$ cat src/rtl/n4_c2_abs_arbiter_if.sv
// Req/ack handshake bundle between two signed 4-bit producers and the shared abs arbiter.
// Requesters hold req and operand until ack; the arbiter returns ack with a registered result.
interface n4_c2_abs_arbiter_if;
  logic       req0;
  logic [3:0] x0_3_x0_0;
  logic       req1;
  logic [3:0] x1_3_x1_0;
  logic       ack0;
  logic       ack1;
  logic [3:0] z3_z0;
  logic       ovf;
  logic       gnt;

  modport master (
    output req0, x0_3_x0_0, req1, x1_3_x1_0,
    input  ack0, ack1, z3_z0, ovf, gnt
  );

  modport slave (
    input  req0, x0_3_x0_0, req1, x1_3_x1_0,
    output ack0, ack1, z3_z0, ovf, gnt
  );
endinterface

$ cat src/rtl/n4_c2_abs_arbiter.sv
// Round-robin sharing of one 4-bit two's-complement abs unit between two 4-phase requesters.
// Result and ack appear one edge after a sampled req; ack holds until req drops, and the other req waits.
module n4_c2_abs_x (
  input  logic [3:0] x,
  output logic [3:0] z,
  output logic       ovf
);
  // -8 negates to itself, so z is 1000 exactly when ovf is set
  assign z   = x[3] ? (~x + 4'd1) : x;
  assign ovf = (x == 4'b1000);
endmodule

module n4_c2_abs_arbiter (
  input  logic                      clock,
  input  logic                      reset,
  n4_c2_abs_arbiter_if.slave        bus
);
  typedef enum logic {IDLE, ACK} state_t;

  state_t     state, state_nxt;
  logic       last, last_nxt;
  logic       ack0_q, ack0_nxt;
  logic       ack1_q, ack1_nxt;
  logic [3:0] z_q, z_nxt;
  logic       ovf_q, ovf_nxt;
  logic       gnt_q, gnt_nxt;

  logic       sel;
  logic [3:0] x_sel;
  logic [3:0] abs_z;
  logic       abs_ovf;
  logic       req_gnt;

  // On a tie the requester that was not served last wins
  assign sel     = (bus.req0 && bus.req1) ? ~last : bus.req1;
  assign x_sel   = sel ? bus.x1_3_x1_0 : bus.x0_3_x0_0;
  assign req_gnt = gnt_q ? bus.req1 : bus.req0;

  n4_c2_abs_x u_abs (
    .x   (x_sel),
    .z   (abs_z),
    .ovf (abs_ovf)
  );

  always_ff @(posedge clock or posedge reset) begin
    if (reset) begin
      state  <= IDLE;
      last   <= 1'b1;
      ack0_q <= 1'b0;
      ack1_q <= 1'b0;
      z_q    <= 4'b0000;
      ovf_q  <= 1'b0;
      gnt_q  <= 1'b0;
    end else begin
      state  <= state_nxt;
      last   <= last_nxt;
      ack0_q <= ack0_nxt;
      ack1_q <= ack1_nxt;
      z_q    <= z_nxt;
      ovf_q  <= ovf_nxt;
      gnt_q  <= gnt_nxt;
    end
  end

  always_comb begin
    state_nxt = state;
    last_nxt  = last;
    ack0_nxt  = ack0_q;
    ack1_nxt  = ack1_q;
    z_nxt     = z_q;
    ovf_nxt   = ovf_q;
    gnt_nxt   = gnt_q;
    case (state)
      IDLE: begin
        if (bus.req0 || bus.req1) begin
          z_nxt     = abs_z;
          ovf_nxt   = abs_ovf;
          gnt_nxt   = sel;
          last_nxt  = sel;
          ack0_nxt  = ~sel;
          ack1_nxt  = sel;
          state_nxt = ACK;
        end
      end
      ACK: begin
        // Releasing edge never grants, so a waiting requester gets the next edge
        if (!req_gnt) begin
          ack0_nxt  = 1'b0;
          ack1_nxt  = 1'b0;
          state_nxt = IDLE;
        end
      end
      default: state_nxt = IDLE;
    endcase
  end

  assign bus.ack0  = ack0_q;
  assign bus.ack1  = ack1_q;
  assign bus.z3_z0 = z_q;
  assign bus.ovf   = ovf_q;
  assign bus.gnt   = gnt_q;
endmodule

$ cat src/flat_wrapper.sv
// flat-port wrapper written by rule: the top's interface ports become plain ports
module n4_c2_abs_arbiter_flat 
  (clock, reset, bus_req0, bus_x0_3_x0_0, bus_req1, bus_x1_3_x1_0, bus_ack0, bus_ack1, bus_z3_z0, bus_ovf, bus_gnt);
  n4_c2_abs_arbiter_if bus_i ();
  input  logic clock;
  input  logic reset;
  input wire logic [$bits(bus_i.req0)-1:0] bus_req0;
  input wire logic [$bits(bus_i.x0_3_x0_0)-1:0] bus_x0_3_x0_0;
  input wire logic [$bits(bus_i.req1)-1:0] bus_req1;
  input wire logic [$bits(bus_i.x1_3_x1_0)-1:0] bus_x1_3_x1_0;
  output wire logic [$bits(bus_i.ack0)-1:0] bus_ack0;
  output wire logic [$bits(bus_i.ack1)-1:0] bus_ack1;
  output wire logic [$bits(bus_i.z3_z0)-1:0] bus_z3_z0;
  output wire logic [$bits(bus_i.ovf)-1:0] bus_ovf;
  output wire logic [$bits(bus_i.gnt)-1:0] bus_gnt;
  assign bus_i.req0 = bus_req0;
  assign bus_i.x0_3_x0_0 = bus_x0_3_x0_0;
  assign bus_i.req1 = bus_req1;
  assign bus_i.x1_3_x1_0 = bus_x1_3_x1_0;
  assign bus_ack0 = bus_i.ack0;
  assign bus_ack1 = bus_i.ack1;
  assign bus_z3_z0 = bus_i.z3_z0;
  assign bus_ovf = bus_i.ovf;
  assign bus_gnt = bus_i.gnt;
  n4_c2_abs_arbiter u_core (.clock(clock), .reset(reset), .bus(bus_i));
endmodule
$ cat config.mk
export PLATFORM = sky130hd
export DESIGN_NAME = n4_c2_abs_arbiter_flat
export DESIGN_NICKNAME = d
export VERILOG_FILES = /design/src/rtl/n4_c2_abs_arbiter_if.sv /design/src/rtl/n4_c2_abs_arbiter.sv /design/src/flat_wrapper.sv
export SDC_FILE = /design/constraint.sdc
export NUM_CORES = 1
export LEC_CHECK = 0
export ABC_AREA = 0
export CORE_UTILIZATION = 35
export DETAILED_ROUTE_END_ITERATION = 8
export GPL_ROUTABILITY_DRIVEN = 0
export PLACE_DENSITY = 0.69
export SLEW_MARGIN = 10
export SYNTH_ARGS = -nofsm -noshare
export SYNTH_HDL_FRONTEND = slang
export SYNTH_SLANG_ARGS = --single-unit
$ cat constraint.sdc
create_clock -name clock -period 2.2 [get_ports clock]
set_input_delay 0.44 -clock clock [delete_from_list [all_inputs] [get_ports clock]]
set_output_delay 0.44 -clock clock [all_outputs]
set_load 0.005 [all_outputs]
==> out/results.ini, run 1 <==
[power_and_ir_drop]
power_frac_seq_pct=39.3
power.leakage_nw=0.388
switching_share_pct=30.8
switching_power_w=0.000251
pwr-share-clk_pct=20.1
comb_power_share_pct=40.6
powerDensity_mw_per_mm2=960
internal_power_w=0.000566
irDropWorstVdd_mv=0.446
power_w=0.000817

[die]
ios=20
die_area_mm2=0.00178
core-area_mm2=0.00151
die_w_um=42.2
die_h_um=42.2
initial_core_util_pct=37.6
rows=14

[clocking]
cts_tree=done
cts_made_buffers=3
clkSinkCount=10
root_buffer=clkbuf_4
clkLatencyLatePin_ns=0.26
cts_buffer_depth=2
clkTransAtPathRegs_ns=0.07
cts_setup_buffers=0
post_cts_resized=0
cts_hold_buf=0
h-tree-depth=1

[placement]
numPortBuffers=19
place_area_um2=815
dpl.hpwl_um=995

[global_routing]
antenna_found_initial=0
grt_max_degree=11
grt_pass1_vias=545
grt.total_usage_pct=16.6
grt_pass1_wl_um=2260
grt.overflow.total=0

[timing]
holdWs_ns=0.455
worstMarginPinSlew_ns=0.399
fin_skew_ns=0.00309
fin_crit_sh_pct=86.4
rsz0062_at_grt=no
fin_tns_setup_ns=0
max_freq_ghz=0.526
slew_viol_final=0
finalHoldViolCount=0
fin_crit_ns=1.90
setup_violations=0
max_slew_margin_pct=73.4

[layout]
final_common_cell=clkdlybuf4s50_1
nets=102
drive_gt1_share_pct=15.9
insertedDiodeCount=0
area_delta_synth_final_pct=50.1
n_fill_cell=148
layout_common_cells=19 x clkdlybuf4s50_1, 11 x nand2_1, 9 x dfrtp_1
postLayoutCellArea_um2=851
fin_util_pct=56.5

[synthesis]
ys.warnings.count=0
synthTopCellsByArea=dfrtp_1 40%, nand2_1 7.3%, mux2i_1 7.1%, dfstp_2 4.6%, o21ai_0 4.4%
yosysSeqAreaShare_pct=44.4
synth_top_area_share_pct=39.7
syn_inst=60
ys_seq_elements=10
synth_area_per_cell_um2=9.45
synth_area_um2=567
synth_compound_area_share_pct=17.2
yosys.area.top_type=dfrtp_1
synth_fa_ha_area_share_pct=2.21
synth_fp_nets=73
synth-simple-area-share_pct=23.4
synth_cell_type_count=26
synth_top_family_by_area=simple AND/OR/NAND/NOR gates
yosys.area_share.xor_xnor_pct=3.09
synthMuxAreaShare_pct=7.06

[run_status]
outcome=completed

[detailed_routing]
drc=0
ant_nets=0
drt-initial-drc-count=4
routed_wl_um=1240
drt-wirelength-per-cell_um=12.0
drt-vias-per-instance=5.07
first_pass_iters=2
vias=527

[critical_path]
critical_path.cell_chain=clkdlybuf4s50_1, a21boi_4, mux2i_1, ha_1, nand2b_1, xnor2_1, mux2i_1, o21ai_0
arrival_ns=2.09
cp-start-kind=input port
cpMaxStageDelayCell=clkdlybuf4s50_1
critPathBufInv=1
critPathMaxStageDelay_ns=0.49
worstPathRequired_ns=2.39
worstSetupEndpointType=flip-flop
cp_max_fo=3
path_delay_family=buffers and inverters
path_class=in2reg
crit_path_frequent_cell=mux2i_1

[run]
cap_violations=0

[min_path]
hold_path.class=in2async

[power by group through the flow]
| stage | combinational [W] | sequential (W) | clock [W] |
|---|---|---|---|
| 5_1_grt | 0.000375 | 0.000336 | 0.000181 |
| 4_1_cts | 0.000336 | 0.000323 | 0.000172 |
| 6_report | 0.000331 | 0.000321 | 0.000164 |
| 2_1_floorplan | 0.000147 | 0.000323 | 0 |
| 3_3_place_gp | 0.000330 | 0.000324 | 0 |
| 3_5_place_dp | 0.000334 | 0.000326 | 0 |
[registers in the layout, indices dropped and copies added, names as in the netlist]
name,count
u_core.bus.z3_z0,4
u_core.bus.ack0,1
u_core.bus.ack1,1
u_core.bus.gnt,1
u_core.bus.ovf,1
u_core.last,1
u_core.state,1
[cell families (layout without fill, tap and decap cells)]
| logic type | count (synthesis) | after routing |
|---|---|---|
| simple gates | 27 | 27 |
| xor+xnor | 2 | 2 |
| mux | 4 | 4 |
| fa+ha+maj | 1 | 1 |
| compound gates | 13 | 13 |
| buf+inv | 3 | 31 |
| flops | 10 | 10 |
[cell type report]
type	count	area, um^2	share of cell area, %
flip-flops and latches	10	251	29.6
repair buffers	25	235	27.6
well taps	16	20.0	2.35
clock buffers	4	36.3	4.26
inverters	2	7.51	0.882
multi-input cells	47	300	35.3
[per-stage QoR]
stage,setup WS (ns),cells
2_1_floorplan,0.389,60
3_3_place_gp,0.0652,100
3_5_place_dp,0.0208,100
4_1_cts,0.289,104
5_1_grt,0.109,104
6_report,0.300,104
[worst register-to-register path: cells and delay by family (launching register included)]
family,cells,cell delay (ns)
fa+ha+maj,1,0.23
compound gates,2,0.16
simple gates,1,0.16
flops,1,0.58
mux,2,0.26
xor+xnor,1,0.12
[final timing paths]
path | to | slack [ns] | depth (start not counted) | start
setup / recovery | u_core.bus.z3_z0[2]$_DFFE_PP0P_ | 0.30 | 8 | bus_req1
setup reg to reg | u_core.bus.z3_z0[2]$_DFFE_PP0P_ | 0.59 | 7 | u_core.last$_DFFE_PP1P_
hold reg to reg | u_core.bus.z3_z0[2]$_DFFE_PP0P_ | 0.48 | 2 | u_core.bus.z3_z0[2]$_DFFE_PP0P_
max in group asynchronous | u_core.last$_DFFE_PP1P_ | 1.43 | 2 | reset
min in group clock | u_core.bus.z3_z0[2]$_DFFE_PP0P_ | 0.48 | 2 | u_core.bus.z3_z0[2]$_DFFE_PP0P_
hold / removal | u_core.bus.ovf$_DFFE_PP0P_ | 0.45 | 2 | reset
[cell usage after synthesis]
cell       n
nand2_1   11
nand3_1    1
or3b_1     1
nor2_1     5
o41ai_1    1
nor3_1     2
o21ai_0    5
nand3b_1   2
a21oi_1    1
buf_4      1
mux2i_1    4
a22o_1     1
and2b_1    1
ha_1       1
dfstp_2    1
a21boi_4   1
nor2b_1    1
nand2b_1   2
a31oi_1    1
a32o_2     1
inv_1      2
xnor2_1    2
dfrtp_1    9
a21oi_2    1
o21ai_1    1
nor3b_1    1
[per-layer routing]
metal / up-vias / part of all wire (%) / track usage, %
met5: - / 0 / 0
met4: 0 / 0 / 5.63
met3: 0 / 5.3 / 4.31
met2: 16 / 50 / 27.7
met1: 247 / 44 / 20.7
li1: 264 / - / -
No activity file was read; power rests on OpenSTA's default activity.
==> run 2: changes to the inputs <==
--- a/config.mk
+++ b/config.mk
@@ -12,2 +12,3 @@
 export PLACE_DENSITY = 0.69
+export SETUP_SLACK_MARGIN = 0.3
 export SLEW_MARGIN = 10
==> constraint.sdc (replaced) <==
create_clock -name clock -period 2.2 [get_ports clock]
set_input_delay 0.22 -clock clock [delete_from_list [all_inputs] [get_ports clock]]
set_output_delay 0.22 -clock clock [all_outputs]
set_load 0.005 [all_outputs]
==> run 2 against run 1 <==
- clock power shrank 23%
- sequential cell count is the same
- sequential power barely moved
- critical path depth did not move
- clock skew increased by 0.0021 ns
- power fell by 5.2%
- via count increased by 1.5%
- first-iteration DRC count grew 25%
- register-to-register slack got worse by 0.04 ns
- fmax is 10% higher
- sequential share of layout area rose by 0.76 points
- routed wire length is 1.7% lower
==> out/results.ini, run 2 (synthesis results as in run 1) <==
[layout]
n_fill_cell=148  ; unchanged
area_delta_synth_final_pct=46.4
insertedDiodeCount=0  ; unchanged
layout_common_cells=19 x clkdlybuf4s50_1, 11 x nand2_1, 9 x dfrtp_1
largest_reg_flops=4  ; unchanged
multiInputGateArea_um2=304  ; +1.3%
final_common_cell=clkdlybuf4s50_1
area.sequential_um2=251  ; unchanged
nets=100  ; -2.0%
drive_gt1_share_pct=14.0  ; -2.0 points
fin_util_pct=55.1  ; -1.4 points

[clocking]
cts_tree=done
cts_made_buffers=3  ; unchanged
cts_setup_buffers=0  ; unchanged
post_cts_resized=0  ; unchanged
clkTransAtPathRegs_ns=0.06  ; about the same
root_buffer=clkbuf_4
clkSinkCount=10  ; unchanged
h-tree-depth=1  ; unchanged
cts_buffer_depth=2  ; unchanged
cts_hold_buf=0  ; unchanged
clkLatencyLatePin_ns=0.26  ; about the same

[timing]
max_freq_ghz=0.581  ; +10%
holdWs_ns=0.255  ; -0.200 ns
setup_violations=0  ; unchanged
slew_viol_final=0  ; unchanged
worstMarginPinSlew_ns=0.401  ; +0.00130 ns
max_slew_margin_pct=73.3  ; -0.087 points
fin_tns_setup_ns=0  ; unchanged
fin_skew_ns=0.00523  ; +0.00214 ns
finalHoldViolCount=0  ; unchanged
rsz0062_at_grt=no
fin_crit_sh_pct=78.2  ; -8.1 points
fin_crit_ns=1.72  ; -0.179 ns

[power_and_ir_drop]
pwr-share-clk_pct=16.4  ; -3.7 points
switching_power_w=0.000243  ; -3.2%
internal_power_w=0.000531  ; -6.1%
irDropWorstVdd_mv=0.456  ; +2.3%
powerDensity_mw_per_mm2=933  ; -2.8%
power.leakage_nw=0.372  ; -4.1%
comb_power_share_pct=42.1  ; +1.5 points
power_frac_seq_pct=41.5  ; +2.2 points
switching_share_pct=31.4  ; +0.65 points

[detailed_routing]
drc=0  ; unchanged
routed_wl_um=1220  ; -1.7%
drt-wirelength-per-cell_um=12.0  ; +0.24%
ant_nets=0  ; unchanged
drt-initial-drc-count=5  ; +1
drt-vias-per-instance=5.25  ; +3.5%
vias=535  ; +1.5%
first_pass_iters=4  ; +2

[critical_path]
cpMaxStageDelayCell=clkdlybuf4s50_1
critical_path.cell_chain=clkdlybuf4s50_1, a21boi_4, mux2i_2, ha_1, nand2b_1, xnor2_1, mux2i_1, o21ai_0
path_class=in2reg
cp-start-kind=input port
critPathMaxStageDelay_ns=0.49  ; about the same
r2r_slack_ns=0.55  ; -0.04 ns
worstSetupEndpointType=flip-flop
reg2reg_from=u_core.last$_DFFE_PP1P_
cp_max_fo=3  ; unchanged
rr_worst_depth=7  ; unchanged
worstPathRequired_ns=2.38  ; about the same
r2r_end=u_core.bus.z3_z0[2]$_DFFE_PP0P_
arrival_ns=1.90  ; -0.19 ns

[die]
die_h_um=42.2  ; unchanged
rows=14  ; unchanged
ios=20  ; unchanged
core-area_mm2=0.00151  ; unchanged
die_area_mm2=0.00178  ; unchanged
die_w_um=42.2  ; unchanged
initial_core_util_pct=37.6  ; unchanged

[run]
cap_violations=0  ; unchanged

[global_routing]
grt.overflow.total=0  ; unchanged
grt_pass1_vias=549  ; +0.73%
grt.total_usage_pct=17.3  ; +0.66 points
grt_pass1_wl_um=2300  ; +1.5%
grt_max_degree=11  ; unchanged
antenna_found_initial=0  ; unchanged

[placement]
numPortBuffers=19  ; unchanged
dpl.hpwl_um=1000  ; +0.91%

[min_path]
hold_path.class=in2async

[run_status]
outcome=completed

run 2: cell types whose count changed in the layout (fill, tap and decap cells not counted):
cell	delta
buf_4	-2
clkbuf_1	+1
clkbuf_8	-1
mux2i_1	-1
mux2i_2	+1
run 2: how the worst max path moves through the flow:
stage	start	endpoint	slack, ns	depth (start not counted)
after global routing	bus_req1	u_core.bus.z3_z0[2]$_DFFE_PP0P_	0.32	8
after CTS	bus_req1	u_core.bus.z3_z0[2]$_DFFE_PP0P_	0.47	8
after global placement	bus_req1	u_core.bus.z3_z0[2]$_DFFE_PP0P_	0.26	8
final	bus_req1	u_core.bus.z3_z0[2]$_DFFE_PP0P_	0.48	8
after floorplan	u_core.last$_DFFE_PP1P_	u_core.bus.z3_z0[2]$_DFFE_PP0P_	0.60	7
after detailed placement	bus_req1	u_core.bus.z3_z0[2]$_DFFE_PP0P_	0.20	8
run 2: final cells by class:
type | instances | area share (%)
Multi-Input combinational cell | 47 | 36.7
Inverter | 2 | 0.905
Timing Repair Buffer | 23 | 26.5
Clock buffer | 4 | 3.17
Sequential cell | 10 | 30.3
Tap cell | 16 | 2.41
run 2: power groups by stage:
stage          clock network (W)  registers (W)  logic [W]
2_1_floorplan                  0       0.000323   0.000147
3_3_place_gp                   0       0.000325   0.000323
3_5_place_dp                   0       0.000327   0.000327
4_1_cts                 0.000135       0.000324   0.000329
5_1_grt                 0.000153       0.000336   0.000370
6_report                0.000127       0.000321   0.000326
run 2: routing by layer:
layer | GRT usage [%] | vias to the layer above | share of wire [%]
li1 | - | 262 | -
met1 | 20.5 | 253 | 43
met2 | 29.8 | 20 | 52
met3 | 4.74 | 0 | 5.6
met4 | 5.63 | 0 | 0
met5 | 0 | - | 0
run 2: critical path, delay by kind of cell:
| family | cells | cell delay [ns] |
|---|---|---|
| AOI/OAI and AO/OA | 2 | 0.36 |
| xor gates and xnor gates | 1 | 0.12 |
| adders and majority gates | 1 | 0.21 |
| buffers and inverters | 1 | 0.49 |
| muxes | 2 | 0.37 |
| and+or+nand+nor | 1 | 0.13 |
run 2: through the flow:
step / cell area [um^2] / setup slack [ns] / power (W) / instances
floorplan: 567 / 0.600 / 0.000470 / 60
global placement: 800 / 0.262 / 0.000648 / 98
detailed placement: 800 / 0.198 / 0.000654 / 98
CTS: 826 / 0.466 / 0.000788 / 102
global route: 830 / 0.319 / 0.000859 / 102
finish: 830 / 0.479 / 0.000774 / 102
==> run 3: changes to the inputs <==
Clock period 2.2 ns to 1.7 ns, I/O delays scaled along.
==> run 3 against run 2 <==
- the flow now finishes with violations (design-rule violations)
- worst hold slack got worse by 0.084 ns
- final area rose by 15%
- clock skew fell by 0.0022 ns
- via count rose by 5.6%
- first-iteration DRC count did not move
- clock power rose by 66%
- sequential power rose by 27%
- die area did not move
- critical path depth fell by 1
- global-route usage rose by 0.38 points
- critical endpoint unchanged
- largest power group unchanged
- highest routed layer is now met4
==> out/results.ini, run 3 (synthesis results as in run 1) <==
[run_status]
outcome=finished with violations
violations=design-rule violations

[layout]
drive_gt1_share_pct=31.6  ; +18 points
layout_common_cells=16 x clkdlybuf4s50_1, 16 x buf_4, 11 x nand2_1
postLayoutCellArea_um2=957  ; +15%
nets=112  ; +12%
insertedDiodeCount=0  ; unchanged
fin_util_pct=63.5  ; +8.5 points
area_delta_synth_final_pct=68.9
largest_reg_flops=4  ; unchanged

[timing]
finalHoldViolCount=0  ; unchanged
setup_ws_ns=0.0879  ; -0.391 ns
worstMarginPinSlew_ns=0.534  ; +0.134 ns
max_freq_ghz=0.620
setup_violations=0  ; unchanged
max_slew_margin_pct=64.2  ; -9.1 points
fin_skew_ns=0.00301  ; -0.00223 ns
fin_crit_ns=1.61
slew_viol_final=0  ; unchanged
fin_crit_sh_pct=94.8
rsz0062_at_grt=yes

[power_and_ir_drop]
irDropWorstVdd_mv=0.716  ; +57%
powerDensity_mw_per_mm2=1230  ; +32%
internal_power_w=0.000813  ; +53%
pwr-share-clk_pct=17.9  ; +1.5 points
switching_power_w=0.000365  ; +50%
power_w=0.00118  ; +52%
power.leakage_nw=0.455  ; +22%
comb_power_share_pct=47.5  ; +5.4 points
power_frac_seq_pct=34.7  ; -6.8 points
switching_share_pct=31.0  ; -0.44 points

[run]
cap_violations=0  ; unchanged

[die]
initial_core_util_pct=37.6  ; unchanged
die_h_um=42.2  ; unchanged
rows=14  ; unchanged
die_area_mm2=0.00178  ; unchanged
die_w_um=42.2  ; unchanged
core-area_mm2=0.00151  ; unchanged
ios=20  ; unchanged

[critical_path]
rr_worst_depth=7  ; unchanged
cp-start-kind=flip-flop
r2r_end=u_core.bus.z3_z0[2]$_DFFE_PP0P_
worstPathRequired_ns=1.90  ; -0.48 ns
reg2reg_from=u_core.last$_DFFE_PP1P_
worstSetupEndpointType=flip-flop
cp_max_fo=4  ; +1
r2r_slack_ns=0.09  ; -0.46 ns
arrival_ns=1.81  ; -0.09 ns
path_class=reg2reg

[clocking]
cts_made_buffers=3  ; unchanged
cts_buffer_depth=2  ; unchanged
cts_hold_buf=0  ; unchanged
clkSinkCount=10  ; unchanged
clkTransAtPathRegs_ns=0.06  ; about the same
cts_tree=done
h-tree-depth=1  ; unchanged
root_buffer=clkbuf_4
clkLatencyLatePin_ns=0.27  ; about the same

[placement]
place_area_um2=840  ; +5.0%
numPortBuffers=19  ; unchanged
dpl.hpwl_um=975  ; -2.9%
place_ws_ns=-0.215  ; -0.412 ns

[detailed_routing]
first_pass_iters=5  ; +1
drt-vias-per-instance=4.96  ; -5.5%
vias=565  ; +5.6%
ant_nets=0  ; unchanged
routed_wl_um=1450  ; +19%
drc=1  ; +1
drt-initial-drc-count=5  ; unchanged
drt-wirelength-per-cell_um=12.7  ; +6.3%

[global_routing]
grt_pass1_vias=541  ; -1.5%
grt.total_usage_pct=17.6  ; +0.38 points
antenna_found_initial=0  ; unchanged
grt.overflow.total=0  ; unchanged
grt_pass1_wl_um=2250  ; -2.1%
grt_max_degree=11  ; unchanged

[min_path]
hold_path.class=in2async

[run 3: changes by cell type in the layout (fill, tap and decap cells not counted), sizes merged]
cell           before  now
buf                 4   16
clkdlybuf4s50      19   16
dlygate4sd2         0    2
dlymetal6s2s        0    1
[run 3: how the worst max path moves through the flow]
| stage | start | end | slack, ns | cells after the start |
|---|---|---|---|---|
| 3_3_place_gp | bus_req1 | u_core.bus.z3_z0[2]$_DFFE_PP0P_ | -0.19 | 8 |
| 6_report | u_core.last$_DFFE_PP1P_ | u_core.bus.z3_z0[2]$_DFFE_PP0P_ | 0.09 | 7 |
| 5_1_grt | u_core.last$_DFFE_PP1P_ | u_core.bus.z3_z0[2]$_DFFE_PP0P_ | 0.03 | 7 |
| 2_1_floorplan | u_core.last$_DFFE_PP1P_ | u_core.bus.z3_z0[2]$_DFFE_PP0P_ | 0.10 | 7 |
| 3_5_place_dp | bus_req1 | u_core.bus.z3_z0[2]$_DFFE_PP0P_ | -0.21 | 8 |
| 4_1_cts | u_core.last$_DFFE_PP1P_ | u_core.bus.z3_z0[3]$_DFFE_PP0P_ | 0.13 | 5 |
[run 3: power groups by stage]
stage	Sequential, W	Combinational, W	Clock, W
after floorplan	0.000418	0.000191	0
after global placement	0.000418	0.000449	0
after detailed placement	0.000420	0.000456	0
after CTS	0.000408	0.000518	0.000222
after global routing	0.000423	0.000611	0.000229
final	0.000409	0.000559	0.000211
[run 3: layer usage]
layer	up-vias	part of all wire, %	track usage [%]
li1	284	-	-
met1	266	43	19.5
met2	11	51	29.2
met3	4	3.8	6.47
met4	0	1.9	9.38
met5	-	0	0
[run 3: per-stage QoR]
stage	hold slack (ns)	TNS (ns)	cells
6_report	0.171	0	114
5_1_grt	0.209	0	114
4_1_cts	0.178	0	111
3_5_place_dp	0.468	-0.399	103
3_3_place_gp	0.463	-0.342	103
2_1_floorplan	0.00946	0	60
[run 3: layout make-up]
| type | instances | area, um^2 |
|---|---|---|
| clock buffer | 4 | 36.3 |
| fill | 121 | 549 |
| inverter | 2 | 7.51 |
| multi-input combinational | 47 | 332 |
| sequential | 10 | 251 |
| tap | 16 | 20.0 |
| timing repair buffer | 35 | 310 |
[run 3: critical path: stages, from the launching register on]
cell,delay [ns]
dfstp_2,0.38
a21boi_4,0.20
mux2i_2,0.28
ha_2,0.23
nand2b_4,0.13
xnor2_1,0.11
mux2i_1,0.09
o21ai_1,0.11
[run 3: repair_timing]
item                                    CTS  global route
hold endpoints to repair                  0             0
endpoints found under the setup margin    4             6
gates resized for setup                   6             5
pin swaps                                 3             2
gates cloned                              0             0
setup buffers                             4             3
